==> src/rtl/ps2_pkg.sv <==
// Shared constants, event layout and frame-FSM encoding for the PS/2 receive path.
// Latency: n/a (declarations only).
// Backpressure: n/a.
package ps2_pkg;

    // Prefix bytes that modify the following scan code
    localparam logic [7:0] PS2_EXT = 8'hE0;
    localparam logic [7:0] PS2_BRK = 8'hF0;

    // evt_data field positions
    localparam int EVT_W        = 10;
    localparam int EVT_EXT_BIT  = 9;
    localparam int EVT_BRK_BIT  = 8;
    localparam int EVT_CODE_MSB = 7;
    localparam int EVT_CODE_LSB = 0;

    typedef struct packed {
        logic       ext;
        logic       brk;
        logic [7:0] code;
    } evt_t;

    // Frame FSM encoding
    localparam logic [1:0] ST_IDLE   = 2'd0;
    localparam logic [1:0] ST_DATA   = 2'd1;
    localparam logic [1:0] ST_PARITY = 2'd2;
    localparam logic [1:0] ST_STOP   = 2'd3;

    // PS/2 uses odd parity over the 8 data bits plus the parity bit
    function automatic logic odd_weight(input logic [8:0] v);
        return ^v;
    endfunction

endpackage

==> src/rtl/ps2_line_filter.sv <==
// Synchronises one asynchronous PS/2 line and debounces it with a run-length filter.
// Latency: 2 + FILTER_LEN clk cycles from pin change to line_filt change.
// Backpressure: none; free-running.
// Ports: clk, rst_n (async active-low), line_in (async pin), line_filt (filtered, resets to 1).
module ps2_line_filter #(
    parameter int FILTER_LEN = 20
) (
    input  logic clk,
    input  logic rst_n,
    input  logic line_in,
    output logic line_filt
);

    localparam int CW = $clog2(FILTER_LEN + 1);

    logic          sync1;
    logic          sync2;
    logic [CW-1:0] run_cnt;

    // run_cnt counts consecutive samples that disagree with the filtered value;
    // any agreeing sample restarts the run.
    always_ff @(posedge clk or negedge rst_n) begin
        if (!rst_n) begin
            sync1     <= 1'b1;
            sync2     <= 1'b1;
            line_filt <= 1'b1;
            run_cnt   <= '0;
        end else begin
            sync1 <= line_in;
            sync2 <= sync1;
            if (sync2 == line_filt) begin
                run_cnt <= '0;
            end else if (run_cnt == CW'(FILTER_LEN - 1)) begin
                line_filt <= sync2;
                run_cnt   <= '0;
            end else begin
                run_cnt <= run_cnt + 1'b1;
            end
        end
    end

endmodule

==> src/rtl/ps2_rx_fifo.sv <==
// PS/2 keyboard receiver: filtered sampling, frame checking, key-event decode, event FIFO.
// Latency: stop-bit fall in T -> byte_done/frame_err in T+1 -> evt_valid in T+2 (empty FIFO).
// Backpressure: valid/ready pop; when full without a pop the new event is dropped and overflow pulses.
// Ports: clk, rst_n; kb_clk/kb_data (async pins); evt_valid/evt_ready/evt_data (pop side);
//        fifo_level, frame_err, overflow, err_count (status).
module ps2_rx_fifo
    import ps2_pkg::*;
#(
    parameter int FILTER_LEN  = 20,
    parameter int TIMEOUT_CYC = 50000,
    parameter int FIFO_DEPTH  = 8,
    parameter int MODE        = 1
) (
    input  logic                          clk,
    input  logic                          rst_n,
    input  logic                          kb_clk,
    input  logic                          kb_data,
    output logic                          evt_valid,
    input  logic                          evt_ready,
    output logic [EVT_W-1:0]              evt_data,
    output logic [$clog2(FIFO_DEPTH):0]   fifo_level,
    output logic                          frame_err,
    output logic                          overflow,
    output logic [7:0]                    err_count
);

    localparam int AW = $clog2(FIFO_DEPTH);
    localparam int TW = $clog2(TIMEOUT_CYC + 1);

    // ---------------- line conditioning ----------------
    logic clk_f, data_f, clk_f_q, fall;

    ps2_line_filter #(.FILTER_LEN(FILTER_LEN)) u_clk_filt (
        .clk(clk), .rst_n(rst_n), .line_in(kb_clk), .line_filt(clk_f)
    );
    ps2_line_filter #(.FILTER_LEN(FILTER_LEN)) u_data_filt (
        .clk(clk), .rst_n(rst_n), .line_in(kb_data), .line_filt(data_f)
    );

    always_ff @(posedge clk or negedge rst_n) begin
        if (!rst_n) clk_f_q <= 1'b1;
        else        clk_f_q <= clk_f;
    end

    assign fall = clk_f_q & ~clk_f;

    // ---------------- frame FSM ----------------
    logic [1:0]    state;
    logic [2:0]    bitcnt;
    logic [7:0]    shreg;
    logic          par;
    logic [TW-1:0] to_cnt;
    logic          byte_done;
    logic [7:0]    byte_q;

    always_ff @(posedge clk or negedge rst_n) begin
        if (!rst_n) begin
            state     <= ST_IDLE;
            bitcnt    <= '0;
            shreg     <= '0;
            par       <= 1'b0;
            to_cnt    <= '0;
            byte_done <= 1'b0;
            byte_q    <= '0;
            frame_err <= 1'b0;
        end else begin
            byte_done <= 1'b0;
            frame_err <= 1'b0;
            if (fall) begin
                to_cnt <= '0;
                case (state)
                    ST_IDLE: begin
                        // A fall with data high cannot be a start bit
                        if (!data_f) begin
                            state  <= ST_DATA;
                            bitcnt <= '0;
                        end else begin
                            frame_err <= 1'b1;
                        end
                    end
                    ST_DATA: begin
                        shreg  <= {data_f, shreg[7:1]};
                        bitcnt <= bitcnt + 1'b1;
                        if (bitcnt == 3'd7) state <= ST_PARITY;
                    end
                    ST_PARITY: begin
                        par   <= data_f;
                        state <= ST_STOP;
                    end
                    default: begin
                        if (odd_weight({par, shreg}) && data_f) begin
                            byte_done <= 1'b1;
                            byte_q    <= shreg;
                        end else begin
                            frame_err <= 1'b1;
                        end
                        state <= ST_IDLE;
                    end
                endcase
            end else if (state != ST_IDLE) begin
                // Keyboard stopped clocking mid-frame: drop the partial byte
                if (to_cnt == TW'(TIMEOUT_CYC - 1)) begin
                    state     <= ST_IDLE;
                    frame_err <= 1'b1;
                    to_cnt    <= '0;
                end else begin
                    to_cnt <= to_cnt + 1'b1;
                end
            end else begin
                to_cnt <= '0;
            end
        end
    end

    // ---------------- decoder ----------------
    logic ext_q, brk_q, push;
    evt_t push_evt;

    always_comb begin
        push_evt.ext  = ext_q;
        push_evt.brk  = brk_q;
        push_evt.code = byte_q;
        push          = byte_done && (byte_q != PS2_EXT) && (byte_q != PS2_BRK);
        if (MODE == 0) begin
            push_evt.ext = 1'b0;
            push_evt.brk = 1'b0;
            push         = byte_done;
        end
    end

    always_ff @(posedge clk or negedge rst_n) begin
        if (!rst_n) begin
            ext_q <= 1'b0;
            brk_q <= 1'b0;
        end else if (frame_err) begin
            // A broken frame may have eaten a prefix's partner; start clean
            ext_q <= 1'b0;
            brk_q <= 1'b0;
        end else if (byte_done) begin
            if (byte_q == PS2_EXT) begin
                ext_q <= 1'b1;
            end else if (byte_q == PS2_BRK) begin
                brk_q <= 1'b1;
            end else begin
                ext_q <= 1'b0;
                brk_q <= 1'b0;
            end
        end
    end

    // ---------------- event FIFO ----------------
    evt_t        mem [FIFO_DEPTH];
    logic [AW:0] wr_ptr, rd_ptr, level;
    logic        full, pop, wr_en;

    assign level = wr_ptr - rd_ptr;
    assign full  = (level == (AW+1)'(FIFO_DEPTH));
    assign pop   = evt_valid && evt_ready;
    // A pop in the same cycle frees the slot the push needs
    assign wr_en = push && (!full || pop);

    always_ff @(posedge clk or negedge rst_n) begin
        if (!rst_n) begin
            wr_ptr   <= '0;
            rd_ptr   <= '0;
            overflow <= 1'b0;
            for (int i = 0; i < FIFO_DEPTH; i++) mem[i] <= '0;
        end else begin
            overflow <= push && full && !pop;
            if (wr_en) begin
                mem[wr_ptr[AW-1:0]] <= push_evt;
                wr_ptr              <= wr_ptr + 1'b1;
            end
            if (pop) rd_ptr <= rd_ptr + 1'b1;
        end
    end

    assign evt_valid  = (wr_ptr != rd_ptr);
    assign evt_data   = mem[rd_ptr[AW-1:0]];
    assign fifo_level = level;

    // ---------------- error counter ----------------
    always_ff @(posedge clk or negedge rst_n) begin
        if (!rst_n)                             err_count <= '0;
        else if (frame_err && err_count != 8'hFF) err_count <= err_count + 1'b1;
    end

endmodule

==> config.mk <==
export PLATFORM = sky130hd
export DESIGN_NAME = ps2_rx_fifo
export DESIGN_NICKNAME = d
export VERILOG_FILES = /design/src/rtl/ps2_pkg.sv /design/src/rtl/ps2_line_filter.sv /design/src/rtl/ps2_rx_fifo.sv
export SDC_FILE = /design/constraint.sdc
export NUM_CORES = 1
export LEC_CHECK = 0
export BUFFER_PORTS_ARGS = -buffer_cell sky130_fd_sc_hd__clkbuf_2
export CORE_ASPECT_RATIO = 1.4
export CORE_MARGIN = 4
export CORE_UTILIZATION = 59
export CTS_CLUSTER_SIZE = 8
export DETAILED_ROUTE_END_ITERATION = 10
export PLACE_DENSITY = 0.77
export SYNTH_ARGS = -nofsm -noshare
export SYNTH_HDL_FRONTEND = slang
export SYNTH_SLANG_ARGS = --single-unit
==> constraint.sdc <==
create_clock -name clk -period 8.7 [get_ports clk]
set_input_delay 1.74 -clock clk [delete_from_list [all_inputs] [get_ports clk]]
set_output_delay 1.74 -clock clk [all_outputs]
set_load 0.02 [all_outputs]
After elaboration in Yosys (flattened, before gate mapping)
Cells that the tools add are included.
Storage, ports and cells
  input port bits: 5
  register bits: 156
Cells by class
  add/sub/neg operators: 8
  muxes and demuxes: 38
  order comparisons: 3
  equality and inequality tests: 20
  reductions and logical operators: 30
  bitwise operators: 7
Operators with widths (number)
  80-bit bitwise mux: 1
  16-bit 2-to-1 mux: 3
  10-bit binary-select mux with 3-bit select: 1
  10-bit demux with 3-bit select: 1
  10-bit 2-to-1 mux: 3
  8-bit != test, second input constant: 3
  5-bit 2-to-1 mux: 4
  16-bit by 1-bit adder with 16-bit output, second input constant: 1
  16-bit == test, second input constant: 1
  8-bit == test, second input constant: 2
  1-bit 2-to-1 mux: 16
  2-bit AND reduction: 6
  5-bit by 1-bit adder with 5-bit output, second input constant: 2
  5-bit == test, second input constant: 2
  2-bit 2-to-1 mux: 5
  2-bit nonzero test: 5
  1-bit logical AND: 9
  3-bit != test, second input constant: 3
  9-bit XOR reduction: 1
  4-bit by 1-bit adder with 4-bit output, second input constant: 2
  8-bit by 1-bit adder with 8-bit output, second input constant: 1
  4-bit greater-or-equal comparator, second input constant: 2
  3-bit NOT with 4-bit output: 2
  2-bit one-hot mux with 3 select lines: 1
  other kinds (22): 29

Longest topological paths before layout
Gate-level depths: netlist of the first run.
  depth in word-level cells: 6
  mapped depth: 10
  mapped depth without buffers: 9

Cells and area by module
A second synthesis of the first run with hierarchy kept.
Unflattened totals
  cell total of the unflattened synthesis: 546
  area total of the unflattened synthesis: 7272.0 µm²
By module, submodules not included
  ps2_rx_fifo: instances 1, cells an instance 498, area an instance 6618.8 µm²
  ps2_line_filter: instances 2, cells an instance 24, area an instance 326.6 µm²

Worst setup path after synthesis of the first run
OpenSTA, ideal clock, no wires.
  path kind: register to output
  start: reg rd_ptr[1]
  end: out fifo_level[3]
  cell stages (with the launch flop): 8
  arrival: 1903 ps
  setup slack: 5057 ps
  path buffers: 1
  path through: dfrtp_1 buf_1 inv_1 ha_1 nor2b_1 o21ai_0 a21oi_1 nor2_1
On the way
  cells in the longest elaborated chain, start to end: 1
RTL lines
  start: declaration: line ps2_rx_fifo.sv:153  | logic [AW:0] wr_ptr, rd_ptr, level;
  start signal: assignment: line ps2_rx_fifo.sv:174  | if (pop) rd_ptr <= rd_ptr + 1'b1;
  4-bit subtractor: line ps2_rx_fifo.sv:156  | assign level = wr_ptr - rd_ptr;
  end: declaration: line ps2_rx_fifo.sv:21  | output logic [$clog2(FIFO_DEPTH):0] fifo_level,
No other way between the ends.

Final worst setup path of the first run
Ends and elaborated chain as after synthesis.

==> results of run 1 <==
-- logic make-up (layout without fill, tap and decap cells) --
logic type | count (synthesis) | after routing | synth area share [%]
flops | 156 | 156 | 54.3
simple gates | 148 | 148 | 10.5
mux | 121 | 121 | 22.5
xor+xnor | 44 | 44 | 5.54
buf+inv | 37 | 79 | 2.19
fa+ha+maj | 17 | 17 | 3.06
compound gates | 17 | 17 | 1.84
-- stage by stage --
stage	hold WS (ns)	utilization [%]
after floorplan	0.345	-
after global placement	0.347	62.8
after detailed placement	0.348	62.8
after CTS	0.359	68.1
after global routing	0.362	68.1
final	0.361	68.1
-- registers in the layout, indices dropped and copies added (netlist names), 2 cells and up --
register and flops:
mem 80, to_cnt 16, byte_q 8, err_count 8
shreg 8, u_clk_filt.run_cnt 5, u_data_filt.run_cnt 5, rd_ptr 4
wr_ptr 4, bitcnt 3, state 2
-- cell usage in the layout, fill, tap and decap left out, types with 3 or more instances in the layout --
cell type and count:
sky130_fd_sc_hd__nor2_1 39, sky130_fd_sc_hd__clkbuf_8 4, sky130_fd_sc_hd__nand3_1 12, sky130_fd_sc_hd__xnor2_1 21, sky130_fd_sc_hd__or4_1 3, sky130_fd_sc_hd__nor4_4 4, sky130_fd_sc_hd__and3_1 5, sky130_fd_sc_hd__inv_1 14
sky130_fd_sc_hd__mux2_2 62, sky130_fd_sc_hd__ha_1 16, sky130_fd_sc_hd__clkbuf_1 5, sky130_fd_sc_hd__nand2b_1 4, sky130_fd_sc_hd__bufinv_16 4, sky130_fd_sc_hd__clkbuf_2 28, sky130_fd_sc_hd__nand4_1 10, sky130_fd_sc_hd__mux2_4 9
sky130_fd_sc_hd__mux2_1 30, sky130_fd_sc_hd__nand2_1 52, sky130_fd_sc_hd__xor2_1 22, sky130_fd_sc_hd__o21ai_0 5, sky130_fd_sc_hd__a21oi_1 3, sky130_fd_sc_hd__dfstp_2 7, sky130_fd_sc_hd__mux4_2 20, sky130_fd_sc_hd__clkbuf_16 17
sky130_fd_sc_hd__nor3_1 6, sky130_fd_sc_hd__dfrtp_1 149
-- metal layers --
metal | up-vias | global-route usage (%) | share of wire [%]
met4 | 0 | 7.28 | 1.6
met1 | 2147 | 24.8 | 42
met5 | - | 0 | 0
li1 | 1958 | - | -
met2 | 56 | 33.7 | 54
met3 | 20 | 4.48 | 2.5
-- final cells by class --
type	count	area [µm²]	share of cell area (%)
well taps	147	184	2.27
inverters	16	60.1	0.742
clock buffers	26	499	6.17
clock inverters	6	133	1.64
repair buffers	31	166	2.06
flip-flops and latches	156	3910	48.3
multi-input cells	347	3140	38.8
-- power by group through the flow --
stage	logic, µW	registers (µW)	clock network [µW]
6_report	204	778	782
5_1_grt	226	781	826
4_1_cts	209	778	794
3_5_place_dp	208	791	0
3_3_place_gp	201	788	0
2_1_floorplan	166	765	0
-- worst max-delay path by stage --
stage                    end  slack, ns  cells after the start
6_report       fifo_level[3]       4.03                      7
4_1_cts        fifo_level[3]       4.00                      7
5_1_grt        fifo_level[3]       3.80                      7
2_1_floorplan  fifo_level[3]       5.06                      7
3_5_place_dp   fifo_level[3]       4.46                      7
3_3_place_gp   fifo_level[3]       4.62                      7
==> reports/summary.md, run 1 <==
The flow ran to the end, and the final reports show no timing, DRC or antenna violations. During I/O placement, the number of pins put on the boundary was 30. After filler insertion, the fill cell instance count of the layout stands at 841. Clock-pin slew was measured on the worst setup and hold paths at 0.06 ns.

The number of buffer and inverter stages on the critical path works out to 2. The first global-routing pass estimated 22,100 µm of wire. By startpoint and endpoint, the worst setup path is classified as reg2out. Ranked by total cell area, the synthesized netlist is headed by sky130_fd_sc_hd__dfrtp_1 (52%), sky130_fd_sc_hd__mux2_2 (9.7%), sky130_fd_sc_hd__mux4_2 (6.3%).

The via count of the first global-routing pass is 4,496, and the highest clock frequency the design can meet is 0.214 GHz. The slowest stage of the critical path belongs to the cell sky130_fd_sc_hd__dfrtp_1. The worst-path maximum fanout is 23, and the die width is 101 µm. For the max-slew violation count, the log shows 0. STA puts the critical path data required time at 6.96 ns. The count of buffers added on input and output ports is 29.

The number of vias per cell is 5.74, and the area after detailed placement is 7460 µm². Routability-driven placement finished with a final weighted congestion of 0.820. For the iteration count of the initial detailed-routing pass, the log shows 4. IR analysis of the VDD net gives a maximum drop of 114 µV. The min-delay analysis places its worst path in the category reg2reg.

TritonCTS built the clock tree. After routing the design area is 8090 µm². The tools report the startpoint of the worst setup timing path as rd_ptr[1]$_DFFE_PN0P_. For the worst setup path, the data arrival time is 2.93 ns. The die outline area came out at 14,100 µm².

Placeable core area: 11,900 µm². After synthesis, flip-flops and latches occupy 54.3% of the total area. Sequential cells account for 44.1% of the total power.

Cell internal power was estimated by the tool at 1330 µW. Across all register-to-register paths, the minimum setup slack is 4.68 ns. Synthesized flop and latch total: 156. For this run, the total global-route usage over all layers was measured as 19.9%. The startpoint identified for the worst hold timing path is u_data_filt.sync1$_DFF_PN1_. The die is 139 µm tall.

After layout, the worst path uses 53.7% of the clock period. The worst pin sits at a relative slew slack of 23.9%. The commonest cells after synthesis are sky130_fd_sc_hd__dfrtp_1 (149), sky130_fd_sc_hd__mux2_2 (62), sky130_fd_sc_hd__nand2_1 (52), sky130_fd_sc_hd__nor2_1 (39), sky130_fd_sc_hd__mux2_1 (30). Of the post-synthesis cell area, the dominant cell type holds 51.8%. In this run, distinct cell masters in the synthesized netlist total 47. The number of hold buffers added after CTS was 0. Kind of cell with the highest combined delay on the critical path: flip-flops. The type of origin of the critical path was a register. Net switching is 24.5% of the power.

The logs give 0 for the remaining global-route overflow and 697 for the number of placed cells counting well taps. Yosys mapped a number of flops with a built-in enable equal to 0. The detailed router placed 4,181 vias in this run. Synthesis produced a netlist whose cell count is 540. The final cell count without fillers was 729; the CTS buffer count was 17. The capture instance of the worst register-to-register path was mem[31]$_DFFE_PN0P_. For hold timing, the worst endpoint is u_data_filt.sync2$_DFF_PN1_. The repair_antennas step left the layout with diodes totalling 0. The number of setup violations in the final report was 0; the final period demand of the worst path was 4.67 ns. Once detailed placement completed, the half-perimeter wirelength came to 8390 µm.

In this run, post-CTS repair resized a total of 0 instances. The dominant cell type by area after synthesis was sky130_fd_sc_hd__dfrtp_1. The tree is rooted in a sky130_fd_sc_hd__clkbuf_16. The slew at the pin closest to its max-slew limit was 1.13 ns. For the number of buffers inserted by post-CTS setup repair, the log shows 0.

The worst flop-to-flop path startpoint was rd_ptr[1]$_DFFE_PN0P_. The net count of the finished layout is 591. The worst hold path cell count was 0; the mean instance size in the synthesized netlist was 13.3 µm². Of the total power, combinational logic draws 11.6%. Leakage component of the power: 0.00394 µW.

In this run the deepest clock path goes through 2 buffers. Compared with the post-synthesis result, the final layout area differs by 12.4%. Across all setup checks in the final design, the least slack found is 4.03 ns. The run gives 0 as the number of routed nets with antenna violations. The synthesized netlist occupies a cell area of 7200 µm².

The number of remaining DRC errors came out at 0. The worst setup skew after layout is 0.00860 ns, and the depth of the most critical reg-to-reg path is 8. The sort of element at the end of the critical path was an output port.

Leading cell type by number of instances after synthesis: sky130_fd_sc_hd__dfrtp_1. Cells with a size suffix above 1 make up 28.5% of the layout. Before CTS, the worst setup slack after placement is 4.46 ns. Once the floorplan was initialized, standard cells occupied 60.6% of the core. Setup repair after global routing left no endpoint under its margin.

The number of antenna violations at the first check in global routing came out at 0. The number of synthesis warnings was 0; the max capacitance violation total was 0. The initialized floorplan defines 47 standard-cell rows. The completed layout was analyzed and its total power is 1760 µW.

The power per cell area was 218 nW/µm²; the pin count of the biggest net entering global routing was 83. Dominant synthesized flop cell: sky130_fd_sc_hd__dfrtp_1. In the final routed layout, each cell accounts on average for 17.2 µm. The clock network accounts for 44.3% of the total power. Summed over all layers, the routed wires come to 12,600 µm. The final count of hold timing violations was 0. The signal on the critical path passes through inv_1 -> ha_1 -> nor2b_1 -> o21ai_0 -> a21oi_1 -> nor2_1 -> clkbuf_2.

The clock sink count is 156. When the netlist entered floorplanning its net count stood at 562. The critical path's largest stage delay was 1.04 ns.

At the later pin of the worst-skew pair, clock insertion delay measures 0.42 ns. The sum of negative setup slack is 0 ns, and the fraction of registers with async set or reset after synthesis is 100%. After the first detailed-routing iteration, the DRC count stood at 122. The switching power is 433 µW, and the maximum level of the CTS H-tree is 4.
Power figures use the tool's default switching activity.
==> run 2: changes to the inputs <==
clock period = 4.53 ns   (was 8.7 ns; I/O delays follow)
==> reports/summary.md, run 2 (same netlist as run 1, synthesis figures left out) <==
The run finished with clean final reports. The startpoint identified for the worst hold timing path is u_clk_filt.sync1$_DFF_PN1_. For the worst setup skew after layout, the log shows 0.00646 ns. IR analysis of the VDD net gives a maximum drop of 239 µV.

The run gives 20.6% as the overall track demand over capacity in global routing. Setup violations remaining at the end of the flow were counted as 0. The via count of the first global-routing pass is 4,618, and the critical path's largest stage delay is 0.55 ns.

In this run the horizontal extent of the chip is 101 µm. The worst setup path is launched from a register. The endpoint identified for the worst register-to-register timing path is mem[73]$_DFFE_PN0P_.

After clock tree synthesis, the setup repair step added 0 buffers. The power per cell area was 410 nW/µm²; the final net count was 593. Final period demand of the worst path: 3.78 ns. Setup repair after global routing left no endpoint under its margin. Compared with the post-synthesis result, the final layout area differs by 12.1%. After clock tree synthesis, the flow added hold-fix buffers numbering 0. The later-pin clock latency in the skew report is 0.42 ns, and the max capacitance violation total is 0. The leakage component of the power came out at 0.00393 µW. The class of the most critical hold timing path is reg2reg.

At the pin with the least slew margin, the transition time is 1.17 ns. Static timing analysis puts the maximum clock frequency at 0.265 GHz. The worst flop-to-flop path startpoint is wr_ptr[0]$_DFFE_PN0P_. After global routing the overflow that remains totals 0. The run gives 17 as the CTS buffer count.

TritonCTS built the clock tree. The congestion estimate from routability-driven global placement came to 0.817. The max-slew violation count came out at 0.

The signal on the critical path passes through clkinv_1 -> ha_1 -> inv_1 -> fa_1 -> or4_4 -> nor3_4 -> nand3b_1 -> mux2_1. The register with the most flip-flops in the layout has 80 of them. The tools report the worst-case headroom to the max-slew limit as 21.3%.

The final critical-path share of the clock period was 83.5%; the placeable core area was 11,900 µm². The die covers 14,100 µm². The clock passes through at most 2 buffers.

The largest registers in the layout are mem (80), to_cnt (16). For hold timing, the worst endpoint is u_clk_filt.sync2$_DFF_PN1_. More flip-flops sit in one register than any other, and that register is mem.

The tools report the final count of hold timing violations as 0. In this run the clock root is driven by a sky130_fd_sc_hd__clkbuf_16. After clock tree synthesis, the repair step resized 0 gates.

The count of port buffers added during placement is 29. Along the worst path, the maximum fanout reaches 10. During I/O placement, the number of pins put on the boundary was 30. 0 antenna diodes ended up in the layout. The tools report the reg2reg setup slack as 0.75 ns. In this run the worst setup path begins at wr_ptr[0]$_DFFE_PN0P_.

In this run the vertical extent of the chip is 139 µm. The worst hold path cell count was 0. After filler insertion, the fill cell instance count of the layout stands at 828.

The starting density of the core is 60.6%, and the clock sink count is 156. Detailed-route via count: 4,252. The clock transition at the registers of the reported paths is 0.06 ns. For the worst flop-to-flop path, the logic depth is 8.

Critical path class: reg2reg. The number of design-rule violations left by the first detailed-router iteration is 201. For the worst setup path, the data required time is 4.82 ns. In this run the number of H-tree levels came out at 4. In this run the remaining antenna-violating nets after routing total 0. The arrival time of the worst setup path was 4.07 ns; the share of final-layout standard cells stronger than drive strength 1 was 29.1%. The slowest stage of the critical path belongs to the cell sky130_fd_sc_hd__or4_4. In the final routed layout, each cell accounts on average for 18.0 µm. The power consumption came out at 3310 µW. The logs give 0 for the number of antenna violations at the first check in global routing and 0 for the number of remaining DRC errors. The worst setup path is captured at a register. The sum of negative setup slack was 0 ns. The first detailed-routing pass took 4 iterations. Entering global routing, the biggest net connects 120 pins.

The number of placement rows is 47, and the wire length of the first global-routing pass is 22,900 µm. Detailed placement ended at an HPWL of 8900 µm. For this block, the routed nets add up to 13,200 µm of wire.

Leaving out fill and tap cells, the most frequent cells in the layout are sky130_fd_sc_hd__dfrtp_1 (149), sky130_fd_sc_hd__mux2_2 (62), sky130_fd_sc_hd__nand2_1 (52). Using the TritonRoute via totals, the vias-per-cell ratio works out to 5.82. Leaving out fill and tap cells, the most frequent cell in the layout is sky130_fd_sc_hd__dfrtp_1.
-- run 2: changes by cell type in the layout (fill, tap and decap cells not counted) --
cell                         before  now
sky130_fd_sc_hd__clkbuf_8         4    1
sky130_fd_sc_hd__clkbuf_1         5    3
sky130_fd_sc_hd__clkinv_2         1    3
sky130_fd_sc_hd__clkinv_4         0    1
sky130_fd_sc_hd__buf_4            2    4
sky130_fd_sc_hd__clkinvlp_4       1    4
sky130_fd_sc_hd__bufinv_16        4    3
-- run 2: how the worst max path moves through the flow --
stage,end,cells past startpoint,slack [ns]
floorplan,mem[30]$_DFFE_PN0P_,9,1.24
global placement,mem[37]$_DFFE_PN0P_,8,0.93
detailed placement,mem[34]$_DFFE_PN0P_,8,0.82
CTS,mem[73]$_DFFE_PN0P_,8,0.75
global route,mem[73]$_DFFE_PN0P_,8,0.55
finish,mem[73]$_DFFE_PN0P_,8,0.75
-- run 2: metal layers --
metal | vias to the layer above | GRT usage, % | routed length [µm]
met5 | - | 0 | 0
met3 | 21 | 4.83 | 399
met1 | 2210 | 24.7 | 5210
met4 | 0 | 7.70 | 257
met2 | 68 | 35.7 | 7310
li1 | 1953 | - | -
-- run 2: report_power, final --
group | switching (µW) | total (µW) | internal, µW
registers | 33.8 | 1450 | 1420
logic | 277 | 434 | 157
clock network | 541 | 1420 | 878
-- run 2: worst max-delay path, delay by kind of cell (launching register included) --
kind | cells | cell delay [ns]
flip-flops | 1 | 0.47
AND/OR/NAND/NOR | 3 | 1.59
adder cells (fa/ha/maj) | 2 | 0.78
multiplexers | 1 | 0.40
buffers and inverters | 2 | 0.41
-- run 2: per-stage QoR --
step	util, %	cells	setup WS (ns)	instance area [µm²]	hold slack (ns)
2_1_floorplan	-	540	1.24	7200	0.345
3_3_place_gp	62.9	699	0.929	7480	0.346
3_5_place_dp	62.9	699	0.816	7480	0.347
4_1_cts	67.9	731	0.750	8070	0.355
5_1_grt	67.9	731	0.549	8070	0.359
6_report	67.9	731	0.750	8070	0.354
-- run 2: cell type report --
class / instances / area, µm² / area share, %
clock buffer: 21 / 450 / 5.58
clock inverter: 11 / 144 / 1.78
inverter: 16 / 60.1 / 0.744
multi-input combinational: 347 / 3140 / 38.9
sequential: 156 / 3910 / 48.5
tap: 147 / 184 / 2.28
timing repair buffer: 33 / 181 / 2.25
